**src/rtl/eggtimer_pkg.sv**
```systemverilog
// -----------------------------------------------------------------------------
// eggtimer_pkg
// Shared types and constants for the countdown timer bank:
//   cmd_op_e     - command opcodes carried on cmd_op
//   ch_state_e   - per-channel state encoding (also exported on state_dbg)
//   bcd_time_t   - 16-bit BCD mm:ss time {tens_min, min, tens_sec, sec}
//   BCD_DIGIT_MAX / BCD_TENS_SEC_MAX - digit limits used by load check and
//                  by the borrow chain
//   bcd_load_ok  - legality check for a LOAD value
// -----------------------------------------------------------------------------
package eggtimer_pkg;

  typedef enum logic [1:0] {
    OP_LOAD  = 2'd0,
    OP_START = 2'd1,
    OP_PAUSE = 2'd2,
    OP_CLEAR = 2'd3
  } cmd_op_e;

  typedef enum logic [2:0] {
    ST_IDLE    = 3'd0,
    ST_LOADED  = 3'd1,
    ST_RUNNING = 3'd2,
    ST_PAUSED  = 3'd3,
    ST_EXPIRED = 3'd4
  } ch_state_e;

  localparam logic [3:0] BCD_DIGIT_MAX    = 4'd9;
  localparam logic [3:0] BCD_TENS_SEC_MAX = 4'd5;

  typedef struct packed {
    logic [3:0] tens_min;
    logic [3:0] min;
    logic [3:0] tens_sec;
    logic [3:0] sec;
  } bcd_time_t;

  localparam bcd_time_t BCD_ZERO = '0;

  // A LOAD value is legal when every digit is decimal, seconds are below 60
  // and the tens-of-minutes digit does not exceed the configured ceiling.
  function automatic logic bcd_load_ok(input bcd_time_t t,
                                       input logic [3:0] max_tens_min);
    return (t.sec      <= BCD_DIGIT_MAX)    &&
           (t.tens_sec <= BCD_TENS_SEC_MAX) &&
           (t.min      <= BCD_DIGIT_MAX)    &&
           (t.tens_min <= BCD_DIGIT_MAX)    &&
           (t.tens_min <= max_tens_min);
  endfunction

endpackage

```
**src/rtl/bcd_mmss_down.sv**
```systemverilog
// -----------------------------------------------------------------------------
// bcd_mmss_down
// Combinational one-second decrement of a BCD mm:ss value plus a zero detect
// on the result. One instance per channel.
//   time_i  - current BCD time (never 00:00 while the channel is counting)
//   time_o  - time_i minus one second, BCD borrow chain applied
//   zero_o  - high when time_o is 00:00
// -----------------------------------------------------------------------------
module bcd_mmss_down
  import eggtimer_pkg::*;
(
  input  bcd_time_t time_i,
  output bcd_time_t time_o,
  output logic      zero_o
);

  // Borrow ripples sec -> tens_sec -> min -> tens_min; a digit at zero
  // wraps to its maximum (9, 5, 9) and borrows from the next one up.
  always_comb begin
    time_o = time_i;
    if (time_i.sec != 4'd0) begin
      time_o.sec = time_i.sec - 4'd1;
    end else begin
      time_o.sec = BCD_DIGIT_MAX;
      if (time_i.tens_sec != 4'd0) begin
        time_o.tens_sec = time_i.tens_sec - 4'd1;
      end else begin
        time_o.tens_sec = BCD_TENS_SEC_MAX;
        if (time_i.min != 4'd0) begin
          time_o.min = time_i.min - 4'd1;
        end else begin
          time_o.min      = BCD_DIGIT_MAX;
          time_o.tens_min = time_i.tens_min - 4'd1;
        end
      end
    end
  end

  assign zero_o = (time_o == BCD_ZERO);

endmodule

```
**src/rtl/countdown_timer_bank.sv**
```systemverilog
// -----------------------------------------------------------------------------
// countdown_timer_bank
// Bank of NUM_CH independent BCD mm:ss countdown timers sharing one command
// port and one 1 s tick.
//
// Optional feature macro: COUNTDOWN_ALARM_EN
//   defined   - each channel holds an alarm level for ALARM_TICKS ticks after
//               expiry (8-bit hold counter per channel)
//   undefined - alarm is tied low, no hold counters
//
// Ports
//   clk, reset      - rising-edge clock, asynchronous active-high reset
//   tick            - one-cycle 1 s count enable
//   cmd_valid/ready - command handshake; cmd_op/cmd_ch/cmd_time payload
//   disp_ch         - channel selected onto disp_time (out of range -> 0000)
//   running         - per-channel RUNNING flag
//   done            - per-channel one-cycle expiry pulse
//   alarm           - per-channel alarm level
//   cmd_err         - one-cycle pulse for a rejected command
//   state_dbg       - per-channel state, 3 bits per channel (ch0 in [2:0])
//
// Handshake: a command transfers in a cycle where cmd_valid && cmd_ready;
// cmd_ready is simply !tick, so a command offered during a tick is held off
// for one cycle and never conflicts with a countdown step. The accepted
// command takes effect at the following edge.
// -----------------------------------------------------------------------------
module countdown_timer_bank
  import eggtimer_pkg::*;
#(
  parameter  int NUM_CH       = 4,
  parameter  int MAX_TENS_MIN = 9,
  parameter  int ALARM_TICKS  = 10,
  localparam int CH_W         = (NUM_CH > 1) ? $clog2(NUM_CH) : 1
) (
  input  logic                clk,
  input  logic                reset,
  input  logic                tick,
  input  logic                cmd_valid,
  output logic                cmd_ready,
  input  logic [1:0]          cmd_op,
  input  logic [CH_W-1:0]     cmd_ch,
  input  logic [15:0]         cmd_time,
  input  logic [CH_W-1:0]     disp_ch,
  output logic [15:0]         disp_time,
  output logic [NUM_CH-1:0]   running,
  output logic [NUM_CH-1:0]   done,
  output logic [NUM_CH-1:0]   alarm,
  output logic                cmd_err,
  output logic [3*NUM_CH-1:0] state_dbg
);

  if (NUM_CH < 1 || NUM_CH > 16) begin : g_bad_num_ch
    $error("countdown_timer_bank: NUM_CH out of range 1..16");
  end
  if (ALARM_TICKS < 1 || ALARM_TICKS > 255) begin : g_bad_alarm_ticks
    $error("countdown_timer_bank: ALARM_TICKS out of range 1..255");
  end

  localparam logic [CH_W:0] NUM_CH_W = (CH_W + 1)'(NUM_CH);

  ch_state_e         state_q [NUM_CH];
  ch_state_e         state_d [NUM_CH];
  bcd_time_t         time_q  [NUM_CH];
  bcd_time_t         time_d  [NUM_CH];
  bcd_time_t         dec_time[NUM_CH];
  logic [NUM_CH-1:0] dec_zero;
  logic [NUM_CH-1:0] done_q, done_d;
  logic              err_q, err_d;
  logic [NUM_CH-1:0] cmd_hit;
  logic              cmd_acc, cmd_ch_ok, load_ok;
  cmd_op_e           op;
  bcd_time_t         cmd_t;

  assign cmd_ready = ~tick;
  assign cmd_acc   = cmd_valid & ~tick;
  assign cmd_ch_ok = ({1'b0, cmd_ch} < NUM_CH_W);
  assign op        = cmd_op_e'(cmd_op);
  assign cmd_t     = bcd_time_t'(cmd_time);
  assign load_ok   = bcd_load_ok(cmd_t, 4'(MAX_TENS_MIN));

  for (genvar g = 0; g < NUM_CH; g++) begin : g_ch
    bcd_mmss_down u_dec (
      .time_i (time_q[g]),
      .time_o (dec_time[g]),
      .zero_o (dec_zero[g])
    );
    assign running[g]           = (state_q[g] == ST_RUNNING);
    assign state_dbg[3*g +: 3]  = state_q[g];
  end

  // Equality decode never hits a channel that does not exist.
  always_comb begin
    cmd_hit = '0;
    for (int ch = 0; ch < NUM_CH; ch++) begin
      cmd_hit[ch] = cmd_acc && (cmd_ch == CH_W'(ch));
    end
  end

  // Tick and command are mutually exclusive (cmd_ready = !tick), so each
  // channel sees at most one of the two updates per cycle.
  always_comb begin
    err_d = cmd_acc && !cmd_ch_ok;
    for (int ch = 0; ch < NUM_CH; ch++) begin
      state_d[ch] = state_q[ch];
      time_d[ch]  = time_q[ch];
      done_d[ch]  = 1'b0;
      if (tick && state_q[ch] == ST_RUNNING) begin
        time_d[ch] = dec_time[ch];
        if (dec_zero[ch]) begin
          state_d[ch] = ST_EXPIRED;
          done_d[ch]  = 1'b1;
        end
      end
      if (cmd_hit[ch]) begin
        case (op)
          OP_LOAD: begin
            if (load_ok) begin
              time_d[ch]  = cmd_t;
              state_d[ch] = ST_LOADED;
            end else begin
              err_d = 1'b1;
            end
          end
          OP_START: begin
            if ((state_q[ch] == ST_LOADED || state_q[ch] == ST_PAUSED) &&
                time_q[ch] != BCD_ZERO) begin
              state_d[ch] = ST_RUNNING;
            end else begin
              err_d = 1'b1;
            end
          end
          OP_PAUSE: begin
            if (state_q[ch] == ST_RUNNING) state_d[ch] = ST_PAUSED;
          end
          OP_CLEAR: begin
            time_d[ch]  = BCD_ZERO;
            state_d[ch] = ST_IDLE;
          end
          default: ;
        endcase
      end
    end
  end

  always_ff @(posedge clk or posedge reset) begin
    if (reset) begin
      for (int ch = 0; ch < NUM_CH; ch++) begin
        state_q[ch] <= ST_IDLE;
        time_q[ch]  <= BCD_ZERO;
      end
      done_q <= '0;
      err_q  <= 1'b0;
    end else begin
      for (int ch = 0; ch < NUM_CH; ch++) begin
        state_q[ch] <= state_d[ch];
        time_q[ch]  <= time_d[ch];
      end
      done_q <= done_d;
      err_q  <= err_d;
    end
  end

  assign done    = done_q;
  assign cmd_err = err_q;

  always_comb begin
    disp_time = 16'h0000;
    for (int ch = 0; ch < NUM_CH; ch++) begin
      if (disp_ch == CH_W'(ch)) disp_time = time_q[ch];
    end
  end

`ifdef COUNTDOWN_ALARM_EN
  logic [7:0]        hold_q [NUM_CH];
  logic [NUM_CH-1:0] alarm_q;
  logic [NUM_CH-1:0] alarm_kill;

  // LOAD, START and CLEAR to a channel silence its alarm, legal or not.
  always_comb begin
    for (int ch = 0; ch < NUM_CH; ch++) begin
      alarm_kill[ch] = cmd_hit[ch] && (op != OP_PAUSE);
    end
  end

  // The expiry tick arms the counter; only later ticks count it down.
  always_ff @(posedge clk or posedge reset) begin
    if (reset) begin
      alarm_q <= '0;
      for (int ch = 0; ch < NUM_CH; ch++) hold_q[ch] <= 8'd0;
    end else begin
      for (int ch = 0; ch < NUM_CH; ch++) begin
        if (alarm_kill[ch]) begin
          alarm_q[ch] <= 1'b0;
          hold_q[ch]  <= 8'd0;
        end else if (done_d[ch]) begin
          alarm_q[ch] <= 1'b1;
          hold_q[ch]  <= 8'(ALARM_TICKS);
        end else if (alarm_q[ch] && tick) begin
          hold_q[ch] <= hold_q[ch] - 8'd1;
          if (hold_q[ch] == 8'd1) alarm_q[ch] <= 1'b0;
        end
      end
    end
  end

  assign alarm = alarm_q;
`else
  assign alarm = '0;
`endif

endmodule

```
**config.mk**
```make
export PLATFORM = sky130hd
export DESIGN_NAME = countdown_timer_bank
export DESIGN_NICKNAME = d
export VERILOG_FILES = /design/src/rtl/eggtimer_pkg.sv /design/src/rtl/bcd_mmss_down.sv /design/src/rtl/countdown_timer_bank.sv
export SDC_FILE = /design/constraint.sdc
export NUM_CORES = 1
export LEC_CHECK = 0
export ABC_AREA = 0
export CORE_MARGIN = 3
export CORE_UTILIZATION = 35
export CTS_BUF_LIST = sky130_fd_sc_hd__clkbuf_8
export DETAILED_ROUTE_END_ITERATION = 10
export REMOVE_ABC_BUFFERS = 1
export SLEW_MARGIN = 20
export SYNTH_ARGS = -nofsm -noshare
export SYNTH_HDL_FRONTEND = slang
export SYNTH_SLANG_ARGS = --single-unit
```
**constraint.sdc**
```tcl
create_clock -name clk -period 8.3 [get_ports clk]
set_input_delay 2.075 -clock clk [delete_from_list [all_inputs] [get_ports clk]]
set_output_delay 2.075 -clock clk [all_outputs]
set_load 0.05 [all_outputs]
```
==> flow_metrics.py, run 1 <==
metrics = {
    "outcome": {
        "outcome": "finished clean",
    },
    "power_and_ir_drop": {
        "switching_share_pct": 39.2,
        "ir_drop_v": 0.000131,
        "p_int_mw": 0.701,
        "p_per_area_mw_per_mm2": 170,
        "p_comb_share_pct": 32.6,
        "pwr-share-seq_pct": 45.1,
        "clkPwrFrac_pct": 22.3,
        "total_power_mw": 1.15,
        "leakage_nw": 2.71,
        "switchingPower_mw": 0.452,
    },
    "job": {
        "max_cap_violations": 0,
    },
    "yosys": {
        "synthCells": 677,
        "synth_area_leaders": "dfrtp_1, mux4_2, nor2_1",
        "synthTopCellsByCount": "nor2_1, dfrtp_1, nand2_1",
        "synth_top_area_share_pct": 34.7,
        "synth-seq-cells": 81,
        "syn-cell-area_mm2": 0.00584,
        "synth-edff-count": 0,
        "ys.flop_type": "dfrtp_1",
        "seq_area_frac_synth_pct": 34.7,
        "yosysMostFrequentCell": "nor2_1",
        "async_reset_ff_share_pct": 100,
        "synth_warnings": 0,
        "synth_cell_types": 69,
        "synth_area_leader_cell": "dfrtp_1",
        "syn_area_per_cell_um2": 8.62,
    },
    "clocking": {
        "cts_buffer_depth": 2,
        "cts_tree": "done",
        "hold_buffers": 0,
        "clkTransAtPathRegs_ps": 80,
        "ctsResizeCount": 0,
        "cts-htree-levels": 3,
        "clockRootBuffer": "clkbuf_8",
        "cts_setup_buffers": 0,
        "clock_sinks": 81,
        "insertion_delay_ps": 380,
        "numCtsBuffers": 9,
    },
    "cells_and_area": {
        "final_cell_area_mm2": 0.00680,
        "nNetsFinal": 764,
        "final_layout_size_suffix_gt1_share_pct": 9.63,
        "finish.utilization_pct": 42.2,
        "area_growth_pct": 16.5,
        "n_antenna_cell": 0,
    },
    "place": {
        "port-buffer-count": 63,
        "post-dp-hpwl_um": 15600,
        "gp_congestion": 0.957,
        "placed_area_mm2": 0.00665,
    },
    "routing": {
        "wire_per_inst_um": 22.3,
        "finalWirelength_um": 21000,
        "vias": 5905,
        "vias_per_cell": 6.26,
        "drt.antenna.violating_nets": 0,
        "drt_iter0_markers": 560,
        "drc": 0,
        "first_pass_iters": 5,
    },
    "worst_hold_path": {
        "hold_path_class": "reg2reg",
        "hold-path-cell-count": 2,
    },
    "grt": {
        "grt_pass1_vias": 5507,
        "grt_remaining_overflow": 0,
        "grt_max_degree": 66,
        "grt_first_pass_wirelength_um": 32000,
        "grt_antenna_before_repair": 0,
        "track_usage_pct": 23.0,
    },
    "floorplan": {
        "die_w_um": 135,
        "dieHeight_um": 135,
        "core-area_mm2": 0.0161,
        "die-area_mm2": 0.0183,
        "pin_count": 68,
        "start_util_pct": 36.2,
        "fp-row-count": 46,
    },
    "critical_path": {
        "end_kind": "output port",
        "crit_required_ps": 6230,
        "r2r_cells": 8,
        "r2r_start": "time_q[32]$_DFF_PP0_",
        "endpoint": "disp_time[12]",
        "startpoint_type": "input pin",
        "crit_fanout": 16,
        "critPathKind": "in2out",
        "crit_start": "disp_ch[1]",
        "rrSetupSlack_ps": 4900,
        "rr_endpoint": "state_dbg[4]$_DFF_PP0_",
        "critical_path_arrival_ps": 4440,
    },
    "timing": {
        "setup_viol": 0,
        "max_freq_mhz": 154,
        "hold_viol": 0,
        "period_minus_slack_ps": 6510,
        "slew_headroom_pct": 23.8,
        "worst_pin_slew_ps": 1140,
        "hold_ws_ps": 567,
        "tns_ps": 0,
        "skew_ps": 14.8,
        "fin_crit_sh_pct": 78.5,
        "rsz0062_at_grt": "false",
        "slew_violations": 0,
    },
}
[per-layer routing]
| metal | global-route usage [%] | wire length [µm] |
|---|---|---|
| met3 | 5.42 | 2040 |
| met1 | 34.2 | 9470 |
| met5 | 0 | 0 |
| met4 | 9.18 | 717 |
| met2 | 32.1 | 8770 |
[worst min path at each step]
stage,slack [ps],start,endpoint
floorplan,510,time_q[39]$_DFF_PP0_,time_q[39]$_DFF_PP0_
global placement,560,time_q[55]$_DFF_PP0_,time_q[55]$_DFF_PP0_
detailed placement,550,time_q[55]$_DFF_PP0_,time_q[55]$_DFF_PP0_
CTS,560,time_q[55]$_DFF_PP0_,time_q[55]$_DFF_PP0_
global route,600,time_q[55]$_DFF_PP0_,time_q[55]$_DFF_PP0_
finish,570,time_q[55]$_DFF_PP0_,time_q[55]$_DFF_PP0_
[layout by cell type (no fill, tap or decap), types with 5 or more instances in the layout]
cell type,count
nor4b_1,6
xnor2_1,21
nor3b_1,6
and2_1,6
nor3_1,24
inv_1,28
ha_1,15
a22oi_1,5
nand3_1,24
mux2i_1,9
xor2_1,11
nor4_1,9
nor2_1,86
nor2b_1,9
and3_1,5
o21ai_0,41
a31o_2,19
or4_1,5
a21oi_1,47
mux4_2,16
a31oi_1,7
buf_4,7
dfrtp_1,81
or3_1,5
clkdlybuf4s50_1,62
clkbuf_8,10
nand2_1,56
nand4_1,7
o22ai_1,21
[area by class of cell]
| cell class | instances | area [µm²] |
|---|---|---|
| well taps | 216 | 270 |
| multi-input cells | 537 | 3580 |
| repair buffers | 70 | 678 |
| flip-flops and latches | 81 | 2030 |
| clock inverters | 5 | 18.8 |
| clock buffers | 10 | 138 |
| fillers | 1610 | 9310 |
| inverters | 24 | 91.3 |
[registers in the layout, summed over array words and instances, names as in the netlist]
register,count
cmd_err,1
time_q,64
done,4
state_dbg,12
[power groups by stage]
stage	logic (mW)	clock network, mW	registers, mW
floorplan	0.252	0	0.501
global placement	0.360	0	0.522
detailed placement	0.370	0	0.523
CTS	0.373	0.264	0.515
global route	0.406	0.278	0.524
finish	0.376	0.257	0.520
[worst max-delay path, stage by stage]
cell and delay [ps]:
clkdlybuf4s50_1 1040, mux4_2 600, clkdlybuf4s50_1 720
[through the flow]
stage               instances  setup WS, ps
finish                    943          1790
global route              943          1710
CTS                       943          1600
detailed placement        928          1600
global placement          928          1670
floorplan                 642          3520
[logic make-up after synthesis]
family / after synthesis / share of synthesized area [%]
DFF: 81 / 34.7
buffers and inverters: 62 / 4.26
adders and majority gates: 15 / 3.21
other: 1 / 0.0642
xor gates and xnor gates: 32 / 4.80
AOI/OAI and AO/OA: 180 / 20.0
muxes: 27 / 8.17
and+or+nand+nor: 279 / 24.8
No activity file was read; power rests on OpenSTA's default activity.
==> run 2: changes to the inputs <==
==> constraint.sdc (replaced) <==
create_clock -name clk -period 6.5 [get_ports clk]
set_input_delay 1.625 -clock clk [delete_from_list [all_inputs] [get_ports clk]]
set_output_delay 1.625 -clock clk [all_outputs]
set_load 0.05 [all_outputs]
==> flow_metrics.py, run 2 (synthesis results as in run 1) <==
metrics = {
    "outcome": {
        "outcome": "finished clean",
    },
    "critical_path": {
        "crit_fanout": 16,
        "critical_path_arrival_ps": 3990,
        "startpoint_type": "input pin",
        "critPathKind": "in2out",
        "end_kind": "output port",
        "crit_required_ps": 4880,
    },
    "floorplan": {
        "dieHeight_um": 135,
        "pin_count": 68,
        "start_util_pct": 36.2,
        "fp-row-count": 46,
        "die_w_um": 135,
        "core-area_mm2": 0.0161,
        "die-area_mm2": 0.0183,
    },
    "grt": {
        "grt_first_pass_wirelength_um": 31400,
        "grt_max_degree": 66,
        "grt_remaining_overflow": 0,
        "grt_pass1_vias": 5356,
        "track_usage_pct": 22.5,
        "grt_antenna_before_repair": 0,
    },
    "cells_and_area": {
        "n_antenna_cell": 0,
        "final_layout_size_suffix_gt1_share_pct": 9.90,
        "final_common_cell": "nor2_1",
        "nNetsFinal": 766,
        "finish.utilization_pct": 42.3,
        "area_growth_pct": 16.8,
        "largest_register_ffs": 64,
        "layout_common_cells": "nor2_1, dfrtp_1, clkdlybuf4s50_1",
        "nFillCells": 1587,
        "top_register": "time_q",
        "final_cell_area_mm2": 0.00682,
    },
    "power_and_ir_drop": {
        "leakage_nw": 2.71,
        "p_per_area_mw_per_mm2": 215,
        "ir_drop_v": 0.000113,
    },
    "clocking": {
        "insertion_delay_ps": 380,
        "hold_buffers": 0,
        "clock_sinks": 81,
        "clkTransAtPathRegs_ps": 80,
        "clockRootBuffer": "clkbuf_8",
        "cts_tree": "done",
        "ctsResizeCount": 0,
        "cts-htree-levels": 3,
        "cts_setup_buffers": 0,
        "cts_buffer_depth": 2,
        "numCtsBuffers": 9,
    },
    "place": {
        "post-dp-hpwl_um": 15500,
        "gp_congestion": 0.956,
        "placed_area_mm2": 0.00666,
        "port-buffer-count": 63,
    },
    "routing": {
        "drc": 0,
        "drt.antenna.violating_nets": 0,
        "wire_per_inst_um": 21.9,
        "vias": 5785,
        "vias_per_cell": 6.13,
        "finalWirelength_um": 20600,
        "drt_iter0_markers": 454,
        "first_pass_iters": 5,
    },
    "timing": {
        "fin_crit_sh_pct": 86.4,
        "hold_ws_ps": 568,
        "slew_violations": 0,
        "tns_ps": 0,
        "period_minus_slack_ps": 5610,
        "skew_ps": 10.3,
        "hold_viol": 0,
        "slew_headroom_pct": 29.6,
        "setup_viol": 0,
        "worst_pin_slew_ps": 1050,
        "max_freq_mhz": 178,
        "rsz0062_at_grt": "false",
    },
    "worst_hold_path": {
        "hold_path_class": "reg2reg",
    },
    "job": {
        "max_cap_violations": 0,
    },
}
[run 2: changes by cell type in the layout (fill, tap and decap cells not counted), sizes merged]
cell           delta
inv               -3
buf               +1
clkdlybuf4s50     +1
clkinv            +1
[run 2: routing by layer]
metal	global-route usage (%)	part of all wire (%)	wire length (µm)
met4	8.57	3.2	659
met2	31.7	42	8620
met5	0	0	0
met3	6.24	9.8	2030
met1	32.7	45	9310
[run 2: stage by stage]
step | setup slack (ps) | power, mW | std cells
floorplan | 2540 | 0.962 | 642
global placement | 954 | 1.13 | 930
detailed placement | 897 | 1.14 | 930
CTS | 900 | 1.47 | 943
global route | 820 | 1.54 | 943
finish | 885 | 1.47 | 943
[run 2: path summary, 6_finish.rpt]
check / end / start / slack (ps) / depth (start not counted)
hold / removal: time_q[55]$_DFF_PP0_ / time_q[55]$_DFF_PP0_ / 570 / 2
setup reg to reg: state_dbg[5]$_DFF_PP0_ / time_q[32]$_DFF_PP0_ / 3200 / 8
max in group asynchronous: time_q[38]$_DFF_PP0_ / reset / 3810 / 3
min in group asynchronous: state_dbg[11]$_DFF_PP0_ / reset / 1510 / 2
setup / recovery: disp_time[1] / disp_ch[1] / 890 / 3
hold reg to reg: time_q[55]$_DFF_PP0_ / time_q[55]$_DFF_PP0_ / 570 / 2
[run 2: area by class of cell]
class | count | area [µm²] | area share [%]
Clock buffer | 10 | 138 | 2.02
Clock inverter | 3 | 12.5 | 0.184
Inverter | 24 | 91.3 | 1.34
Multi-Input combinational cell | 537 | 3580 | 52.5
Sequential cell | 81 | 2030 | 29.7
Tap cell | 216 | 270 | 3.96
Timing Repair Buffer | 72 | 698 | 10.2
[run 2: report_power, final]
group / switching [mW] / internal [mW]
Combinational: 0.282 / 0.198
Sequential: 0.104 / 0.557
Clock: 0.187 / 0.140
[run 2: critical path: stages]
cell and delay, ps:
clkdlybuf4s50_1 1030, mux4_2 600, clkdlybuf4s50_1 720
==> run 3: changes to the inputs <==
--- a/config.mk
+++ b/config.mk
@@ -9,7 +9,9 @@
 export CORE_MARGIN = 3
 export CORE_UTILIZATION = 35
 export CTS_BUF_LIST = sky130_fd_sc_hd__clkbuf_8
+export CTS_CLUSTER_SIZE = 30
 export DETAILED_ROUTE_END_ITERATION = 10
+export GPL_ROUTABILITY_DRIVEN = 1
 export REMOVE_ABC_BUFFERS = 1
 export SLEW_MARGIN = 20
 export SYNTH_ARGS = -nofsm -noshare
==> results of run 3 <==
The final DEF is identical to that of run 2; final timing and power are the same.
